[src/rtl/ps2_pkg.sv]
// ps2_pkg: shared state encodings, default tick counts and command bytes for the PS/2 host transmitter
package ps2_pkg;
    typedef enum logic [2:0] {S_IDLE, S_INHIBIT, S_REQ, S_SHIFT, S_ACK, S_WAIT_IDLE} state_t;
    typedef enum logic [1:0] {L_IDLE, L_CMD, L_ARG, L_WAIT} led_t;
    localparam int INHIBIT_TICKS = 840;
    localparam int TIMEOUT_TICKS = 105000;
    localparam int FILTER_SAMPLES = 4;
    localparam logic [7:0] CMD_LEDS = 8'hED;
endpackage

[src/rtl/ps2_line_filter.sv]
// ps2_line_filter: 2-flop synchronizer followed by a FILTER-sample debounce on ce
module ps2_line_filter #(
    parameter int FILTER = 4
) (
    input  logic clock,
    input  logic reset,
    input  logic ce,
    input  logic d,
    output logic q
);
    localparam int CW = $clog2(FILTER + 1);
    logic [1:0] sync;
    logic [CW-1:0] cnt;
    // idle bus is high, so the synchronizer and filter start at 1
    always_ff @(posedge clock or posedge reset) begin
        if (reset) begin
            sync <= 2'b11;
            cnt <= '0;
            q <= 1'b1;
        end else begin
            sync <= {sync[0], d};
            if (ce) begin
                if (sync[1] == q) cnt <= '0;
                else if (cnt == CW'(FILTER - 1)) begin
                    q <= sync[1];
                    cnt <= '0;
                end else cnt <= cnt + 1'b1;
            end
        end
    end
endmodule

[src/rtl/ps2_host_tx.sv]
// ps2_host_tx: PS/2 host-to-device byte transmitter; define PS2TX_LED_EN to add the keyboard LED update sequencer
module ps2_host_tx
    import ps2_pkg::*;
#(
    parameter int INHIBIT = INHIBIT_TICKS,
    parameter int TIMEOUT = TIMEOUT_TICKS,
    parameter int FILTER  = FILTER_SAMPLES
) (
    input  logic       clock,
    input  logic       reset,
    input  logic       ce,
    input  logic       ps2Ck,
    input  logic       ps2Dt,
    output logic       ps2CkOe,
    output logic       ps2DtOe,
    input  logic       start,
    input  logic [7:0] data,
    output logic       busy,
    output logic       done,
    output logic       error
`ifdef PS2TX_LED_EN
    ,
    input  logic [2:0] leds
`endif
);
    localparam int TW = $clog2((INHIBIT > TIMEOUT ? INHIBIT : TIMEOUT) + 1);
    state_t state, state_n;
    logic [TW-1:0] cnt, cnt_n;
    logic [3:0] n, n_n;
    logic [8:0] sr, sr_n;
    logic done_n, err_n, ck_f, dt_f, ck_q, fall, timed, idle_ok, go;
    logic [7:0] go_data;

    ps2_line_filter #(.FILTER(FILTER)) u_ck (.clock(clock), .reset(reset), .ce(ce), .d(ps2Ck), .q(ck_f));
    ps2_line_filter #(.FILTER(FILTER)) u_dt (.clock(clock), .reset(reset), .ce(ce), .d(ps2Dt), .q(dt_f));

    assign fall = ck_q & ~ck_f;
    assign timed = state != S_IDLE && state != S_INHIBIT;
    assign idle_ok = state == S_IDLE && !done && !error;
    assign busy = state != S_IDLE;
    assign ps2CkOe = state == S_INHIBIT;
    assign ps2DtOe = state == S_REQ || (state == S_SHIFT && !sr[n]);

`ifdef PS2TX_LED_EN
    led_t seq, seq_n;
    logic [2:0] last, last_n, pend, pend_n;
    logic led_go;
    assign go = idle_ok && (start || led_go);
    assign go_data = start ? data : seq == L_IDLE ? CMD_LEDS : {5'b0, pend};
    // LED sequencer: 0xED then the LED byte, yielding to an external start in the same idle cycle
    always_comb begin
        seq_n = seq;
        last_n = last;
        pend_n = pend;
        led_go = 1'b0;
        case (seq)
            L_IDLE: if (idle_ok && !start && leds != last) begin
                led_go = 1'b1;
                pend_n = leds;
                seq_n = L_CMD;
            end
            L_CMD: if (done) seq_n = L_ARG;
                   else if (error) begin
                       last_n = pend;
                       seq_n = L_IDLE;
                   end
            L_ARG: if (idle_ok && !start) begin
                led_go = 1'b1;
                seq_n = L_WAIT;
            end
            L_WAIT: if (done || error) begin
                last_n = pend;
                seq_n = L_IDLE;
            end
            default: seq_n = L_IDLE;
        endcase
    end
    // sequencer state; a failed pair is recorded as sent so it only retries on a new leds value
    always_ff @(posedge clock or posedge reset) begin
        if (reset) begin
            seq <= L_IDLE;
            last <= '0;
            pend <= '0;
        end else begin
            seq <= seq_n;
            last <= last_n;
            pend <= pend_n;
        end
    end
`else
    assign go = idle_ok && start;
    assign go_data = data;
`endif

    // transmit FSM next state: tick counter doubles as inhibit timer and edge-to-edge timeout
    always_comb begin
        state_n = state;
        cnt_n = timed ? (fall ? '0 : cnt + TW'(ce)) : cnt;
        n_n = n;
        sr_n = sr;
        done_n = 1'b0;
        err_n = 1'b0;
        case (state)
            S_IDLE: if (go) begin
                state_n = S_INHIBIT;
                sr_n = {~^go_data, go_data};
                cnt_n = '0;
            end
            S_INHIBIT: begin
                cnt_n = cnt + TW'(ce);
                if (ce && cnt == TW'(INHIBIT - 1)) begin
                    state_n = S_REQ;
                    cnt_n = '0;
                end
            end
            S_REQ: if (fall) begin
                state_n = S_SHIFT;
                n_n = '0;
            end
            S_SHIFT: if (fall) begin
                n_n = n + 4'd1;
                if (n == 4'd8) state_n = S_ACK;
            end
            S_ACK: if (fall) begin
                state_n = dt_f ? S_IDLE : S_WAIT_IDLE;
                err_n = dt_f;
            end
            S_WAIT_IDLE: if (ck_f && dt_f) begin
                state_n = S_IDLE;
                done_n = 1'b1;
            end
            default: state_n = S_IDLE;
        endcase
        if (timed && !fall && ce && cnt == TW'(TIMEOUT - 1) && state_n != S_IDLE) begin
            state_n = S_IDLE;
            err_n = 1'b1;
        end
    end

    // state register; done/error are registered so they coincide with busy falling
    always_ff @(posedge clock or posedge reset) begin
        if (reset) begin
            state <= S_IDLE;
            cnt <= '0;
            n <= '0;
            sr <= '0;
            ck_q <= 1'b1;
            done <= 1'b0;
            error <= 1'b0;
        end else begin
            state <= state_n;
            cnt <= cnt_n;
            n <= n_n;
            sr <= sr_n;
            ck_q <= ck_f;
            done <= done_n;
            error <= err_n;
        end
    end
endmodule

[config.mk]
export PLATFORM = sky130hd
export DESIGN_NAME = ps2_host_tx
export DESIGN_NICKNAME = d
export VERILOG_FILES = /design/src/rtl/ps2_pkg.sv /design/src/rtl/ps2_line_filter.sv /design/src/rtl/ps2_host_tx.sv
export SDC_FILE = /design/constraint.sdc
export NUM_CORES = 1
export LEC_CHECK = 0
export BUFFER_PORTS_ARGS = -buffer_cell sky130_fd_sc_hd__buf_4
export CORE_MARGIN = 2
export CORE_UTILIZATION = 45
export DETAILED_ROUTE_END_ITERATION = 7
export GPL_TIMING_DRIVEN = 0
export SYNTH_ARGS = -nofsm -noshare
export SYNTH_HDL_FRONTEND = slang
export SYNTH_SLANG_ARGS = --single-unit
export TNS_END_PERCENT = 5
[constraint.sdc]
create_clock -name clock -period 2.89 [get_ports clock]
set_clock_uncertainty 0.05 [all_clocks]
set_input_delay 0.1445 -clock clock [delete_from_list [all_inputs] [get_ports clock]]
set_output_delay 0.1445 -clock clock [all_outputs]
set_load 0.03 [all_outputs]
* Yosys cells after proc, flatten, opt, wreduce, memory -nomap -nowiden
Cells that the tools add are included.
** Operators by class
- Add/subtract/negate cells :: 4
- Magnitude comparators :: 1
- Equality and inequality tests :: 15
- Multiplexer cells :: 29
- Bitwise logic cells :: 4
- Reductions and logical operators :: 25
** Operator list (number)
- two-way mux 17 bit :: 4
- two-way mux 3 bit :: 13
- one-hot mux 17 bit (2 select lines) :: 1
- one-hot mux 3 bit (6 select lines) :: 1
- adder 17 x 1 -> 17 bit :: 1
- equality test 17 x 10 -> 1 bit (second input constant) :: 1
- equality test 17 bit (second input constant) :: 1
- equality test 3 x 2 -> 1 bit (second input constant) :: 4
- logical AND 1 bit :: 11
- AND reduction 3 bit :: 3
- two-way mux 4 bit :: 2
- one-hot mux 4 bit (2 select lines) :: 1
- XNOR reduction 8 bit :: 1
- adder 3 x 1 -> 3 bit (second input constant) :: 2
- equality test 3 bit (second input constant) :: 2
- two-way mux 1 bit :: 6
- nonzero test 3 bit :: 2
- less-than comparator 4 x 5 -> 1 bit (second input constant) :: 1
- adder 4 x 1 -> 4 bit (second input constant) :: 1
- binary-select mux 1 bit (select 4 bit) :: 1
- equality test 4 bit (second input constant) :: 1
- logical NOT 1 bit :: 4
- inequality test 2 bit (second input constant) :: 2
- equality test 3 x 1 -> 1 bit (second input constant) :: 1
- 8 further kinds :: 11
** Storage, ports and cells
- Bits in registers :: 48
- Bits of input ports :: 14
- Output and inout bits :: 5
- Logic and storage cells :: 91

* Logic depth before layout (Yosys ltp)
- Depth in word-level cells :: 9
- Mapped depth :: 8
- Gate-level depth less buffers :: 7

* Hierarchy
A second synthesis with hierarchy kept.
** Unflattened totals
- Cells, all modules :: 251
- Area, all modules :: 2588.7 um^2
** Modules (own cells, without submodules)
- ps2_host_tx :: times used 1, cells each 209, area an instance 2073.2 um^2, sequential area each 902.1 um^2
- ps2_line_filter :: times used 2, cells each 21, area an instance 257.7 um^2, sequential area each 153.9 um^2

* Least setup slack after synthesis
No wires, ideal clock.
- Path type :: register -> register
- Start :: register state[1]
- End :: register cnt[4]
- Setup time :: 0.082 ns
- Arrival time :: 2.124 ns
- Required time :: 2.758 ns
- Setup slack :: 0.634 ns
- Stages on the path, launching flop included :: 8
- Path buffers :: 2
- Clock period less this slack :: 2.256 ns
- Cell sequence :: dfrtp_1 -> nor3b_1 -> a21oi_1 -> a31oi_1 -> buf_6 -> buf_6 -> nand2_1 -> a31oi_1
** Between the ends
- Elaborated cells between the ends (all ways) :: 11
- Those cells by class :: eq/ne: 2; mux: 3; reduce/logical: 6
** RTL lines
- start: declaration :: RTL line ps2_host_tx.sv:27 : state_t state, state_n;
- start signal: assignment :: RTL line ps2_host_tx.sv:151 : state <= state_n;
- equality test 3 x 1 -> 1 bit
- named net ps2CkOe :: RTL line ps2_host_tx.sv:14 : output logic ps2CkOe,
- one-hot mux 17 bit (2 select lines) :: RTL line ps2_host_tx.sv:103 : case (state)
- named net cnt_n[4] :: RTL line ps2_host_tx.sv:28 : logic [TW-1:0] cnt, cnt_n;
- end signal: assignment :: RTL line ps2_host_tx.sv:152 : cnt <= cnt_n;
- end: declaration :: RTL line ps2_host_tx.sv:28
The timed path passes the listed nets, and every way through them passes these cells.
A chain may end at the register's enable or synchronous reset.

* Final worst setup path
- Start :: register n[1]
- End :: output port ps2DtOe
** Between the ends
- Longest elaborated chain between the ends :: 5
** RTL lines
- start: declaration :: RTL line ps2_host_tx.sv:29 : logic [3:0] n, n_n;
- start signal: assignment :: RTL line ps2_host_tx.sv:153 : n <= n_n;
- binary-select mux 1 bit (select 4 bit) :: RTL line ps2_host_tx.sv:42 : assign ps2DtOe = state == S_REQ || (state == S_SHIFT && !sr[n]);
- two-way mux 1 bit (not written as such) :: RTL line ps2_host_tx.sv:42
- logical NOT 1 bit :: RTL line ps2_host_tx.sv:42
- logical AND 1 bit :: RTL line ps2_host_tx.sv:42
- logical OR 1 bit :: RTL line ps2_host_tx.sv:42
- end: declaration :: RTL line ps2_host_tx.sv:15 : output logic ps2DtOe,
Every way passes these cells. The select of a mux whose other input is x is not followed.

==> impl_results.md <==
* Status: completed
* Syn_nets at 275
* Sequential-to-total area share from yosys stat at 47.3%
* Starting density of the core at 46.4%
* Horiz. Die Dim at 79.4 um
* Slew margin rel. at 58.1%
* Top FF cell, synth: dfrtp_1
* RSZ-0062 raised after global routing: no
* Final worst-path cycle share at 76.1%
* Yosys top cell area share at 40.1%
* Worst min path class: in2reg
* Number of diodes at 0
* Setup-failing EPs final at 0
* Leak at between 0.001 and 0.0015 uW
* Pwr/cell area at slightly below 800 mW/mm^2
* Count leader, synth: dfrtp_1
* Post-placement cell area at 0.00280 mm^2
* Post-CTS Setup Inserts at 0
* Max-slew violation count at 0
* Crit start category: flop
* Vias in the first global route at 1865
* Syn-to-layout area delta at 15.7%
* Top cell type by total area after synthesis: dfrtp_1
* Ports at 19
* Slowest-stage cell, CP: mux4_2
* Avg Inst Size Synth at 10.0 um^2
* Cell area after synthesis at ~0.0026 mm^2
* Initial antenna violation count at 0
* Cell area after layout at 0.00296 mm^2
* Iter 0 DRT Violations at 97
* Post-DRT Antenna Nets at 0
* Highest Clock Rate at 454 MHz
* GR Util All Layers at ~18%
* Crit Path Category: reg2out
* GP Congestion at 0.772
* Min cycle time layout at 2.20 ns
* First-pass GRT wire length at 8810 um
* Drt drc at 0
* Largest net degree at the start of global routing at 32
* Overflow left after global routing at 0
* CTS tree: done
* Top cells by count, synth: dfrtp_1, nand2_1, a31oi_1, nor2_1, o21ai_0
* Total clock buffers created by CTS at 5
* Post-synth EDFFs at 0
* Total number of vias at around 2000
* Core ar. at 0.00551 mm^2
* Root buf cell: clkbuf_8
* Clock transition at path regs at 0.09 ns
* Die height at 79.4 um
* Clk sinks at 48
* Post-CTS sizing at 0
* Initial DRT Pass Iterations at 4
* Layout Nets at between 300 and 400
* Cells after synthesis at 255
* Worst-Margin Slew at 0.624 ns
* Crit Path Max Fanout at 5
* Setup slack at placement at 0.748 ns
* Worst Path Arrival at 2.01 ns
* Synth unique cells at 43
* Port buffer count at 18
* Area contributors post-synth: dfrtp_1, dfstp_2, mux2_2
* Peak VDD IR at between 0.4 and 0.5 mV
* Total wire length at 5160 um
* Post-synth ARST share at 100%
* Worst hold path stage count at 2
* Maximum clock path buffer count at 2
* Post-detail-place hpwl at between 3000 and 4000 um
* Final hold violation count at 0
* TNS Setup at 0 ns
* Final worst slack at 0.689 ns
* Via density at 5.51
* Fillers at 531
* Crit path capture type: output port
* # rows at 27
* Worst-Skew Late Latency at 0.30 ns
* Crit-path cells: mux4_2 > nor2b_1 > a41oi_1 > o21ai_0 > a21oi_1 > buf_4
* Max-cap violations at 0
* Layout cell share with drive strength beyond 1 at slightly above 20%
* Die Area at 0.00630 mm^2
* CP peak stage delay at 0.52 ns
* Synthesis Warnings at 0
* Worst R2R Path Depth at 6
* Synth Register Bits at 48
* Worst EP required at about 2.7 ns
* CTS H-tree depth at 2
* Wirelength per Cell at between 10 and 15 um
==> where the power goes <==
group | switching [uW] | internal, uW
Combinational | 472 | 392
Sequential | 115 | 837
Clock | 221 | 305
==> per-stage QoR <==
step	instances	hold slack [ns]	util [%]	total power, uW
global route	357	0.0319	53.7	2520
floorplan	255	0.0990	-	1600
global placement	345	0.204	50.5	1810
finish	357	0.0405	53.7	2340
detailed placement	346	0.118	50.9	1830
CTS	357	0.0362	53.7	2370
==> cell families (layout without fill, tap and decap cells) <==
logic type | after synthesis | in the layout | synth area share [%]
flip-flops | 48 | 48 | 47.3
buffers and inverters | 20 | 50 | 3.57
AO/OA/AOI/OAI | 63 | 63 | 15.8
AND/OR/NAND/NOR | 93 | 93 | 19.6
XOR/XNOR | 11 | 11 | 3.77
multiplexers | 14 | 14 | 7.05
adder cells (fa/ha/maj) | 6 | 6 | 2.94
==> layout by cell type (no fill, tap or decap), types with 4 or more instances in the layout <==
cell      instances
a22o_1            7
ha_1              6
inv_1            10
clkbuf_8          7
dfrtp_1          41
a21oi_1          12
mux2_2           12
nand3_1          11
nor2b_1           5
clkbuf_1          6
nand2b_1          5
and3_1            4
xnor2_1          10
buf_4            18
nand2_1          25
a31oi_1          16
a41oi_1           4
nor3_1            4
nor2_1           14
dfstp_2           7
o21ai_0          13
==> area by class of cell <==
cell class	count	area [um^2]	area share, %
Clock inverter	1	30.0	1.02
Tap cell	72	90.1	3.05
Timing Repair Buffer	22	185	6.26
Sequential cell	48	1210	40.9
Multi-Input combinational cell	187	1250	42.4
Clock buffer	7	96.3	3.26
Inverter	11	41.3	1.40
Buffer	9	50.0	1.69
==> sequential cells by signal (all words and copies together) (netlist names), 2 cells and up <==
| signal | count |
|---|---|
| cnt | 17 |
| u_dt.cnt | 3 |
| u_ck.cnt | 3 |
| n | 4 |
| sr | 9 |
| state | 3 |
| u_ck.sync | 2 |
| u_dt.sync | 2 |
==> critical path, delay by kind of cell, from the launching register on <==
kind                   cells  cell delay [ns]
AOI/OAI and AO/OA          3             0.41
buffers and inverters      1             0.18
DFF                        1             0.46
muxes                      1             0.52
and+or+nand+nor            1             0.14
==> what timing repair did <==
action,in CTS,in global routing
hold endpoints to repair,16,0
setup endpoints to repair,0,0
hold buffers,3,0
==> metal layers <==
metal	wire (um)	up-vias	track usage (%)
met2	2350	22	27.7
met5	0	-	0
met1	2640	950	25.2
met4	37	0	4.66
met3	133	4	3.51
li1	-	991	-
==> worst paths after layout <==
check | start | end | slack, ns
setup reg to reg | cnt[2]$_DFF_PP0_ | cnt[15]$_DFF_PP0_ | 0.73
hold reg to reg | u_ck.sync[0]$_DFF_PP1_ | u_ck.sync[1]$_DFF_PP1_ | 0.31
min in group asynchronous | reset | u_dt.cnt[1]$_DFFE_PP0P_ | 0.34
max in group asynchronous | reset | ck_q$_DFF_PP1_ | 1.89
hold / removal | data[0] | sr[0]$_DFFE_PP0P_ | 0.04
setup / recovery | n[1]$_DFFE_PP0P_ | ps2DtOe | 0.69
No activity file was read; power rests on OpenSTA's default activity.
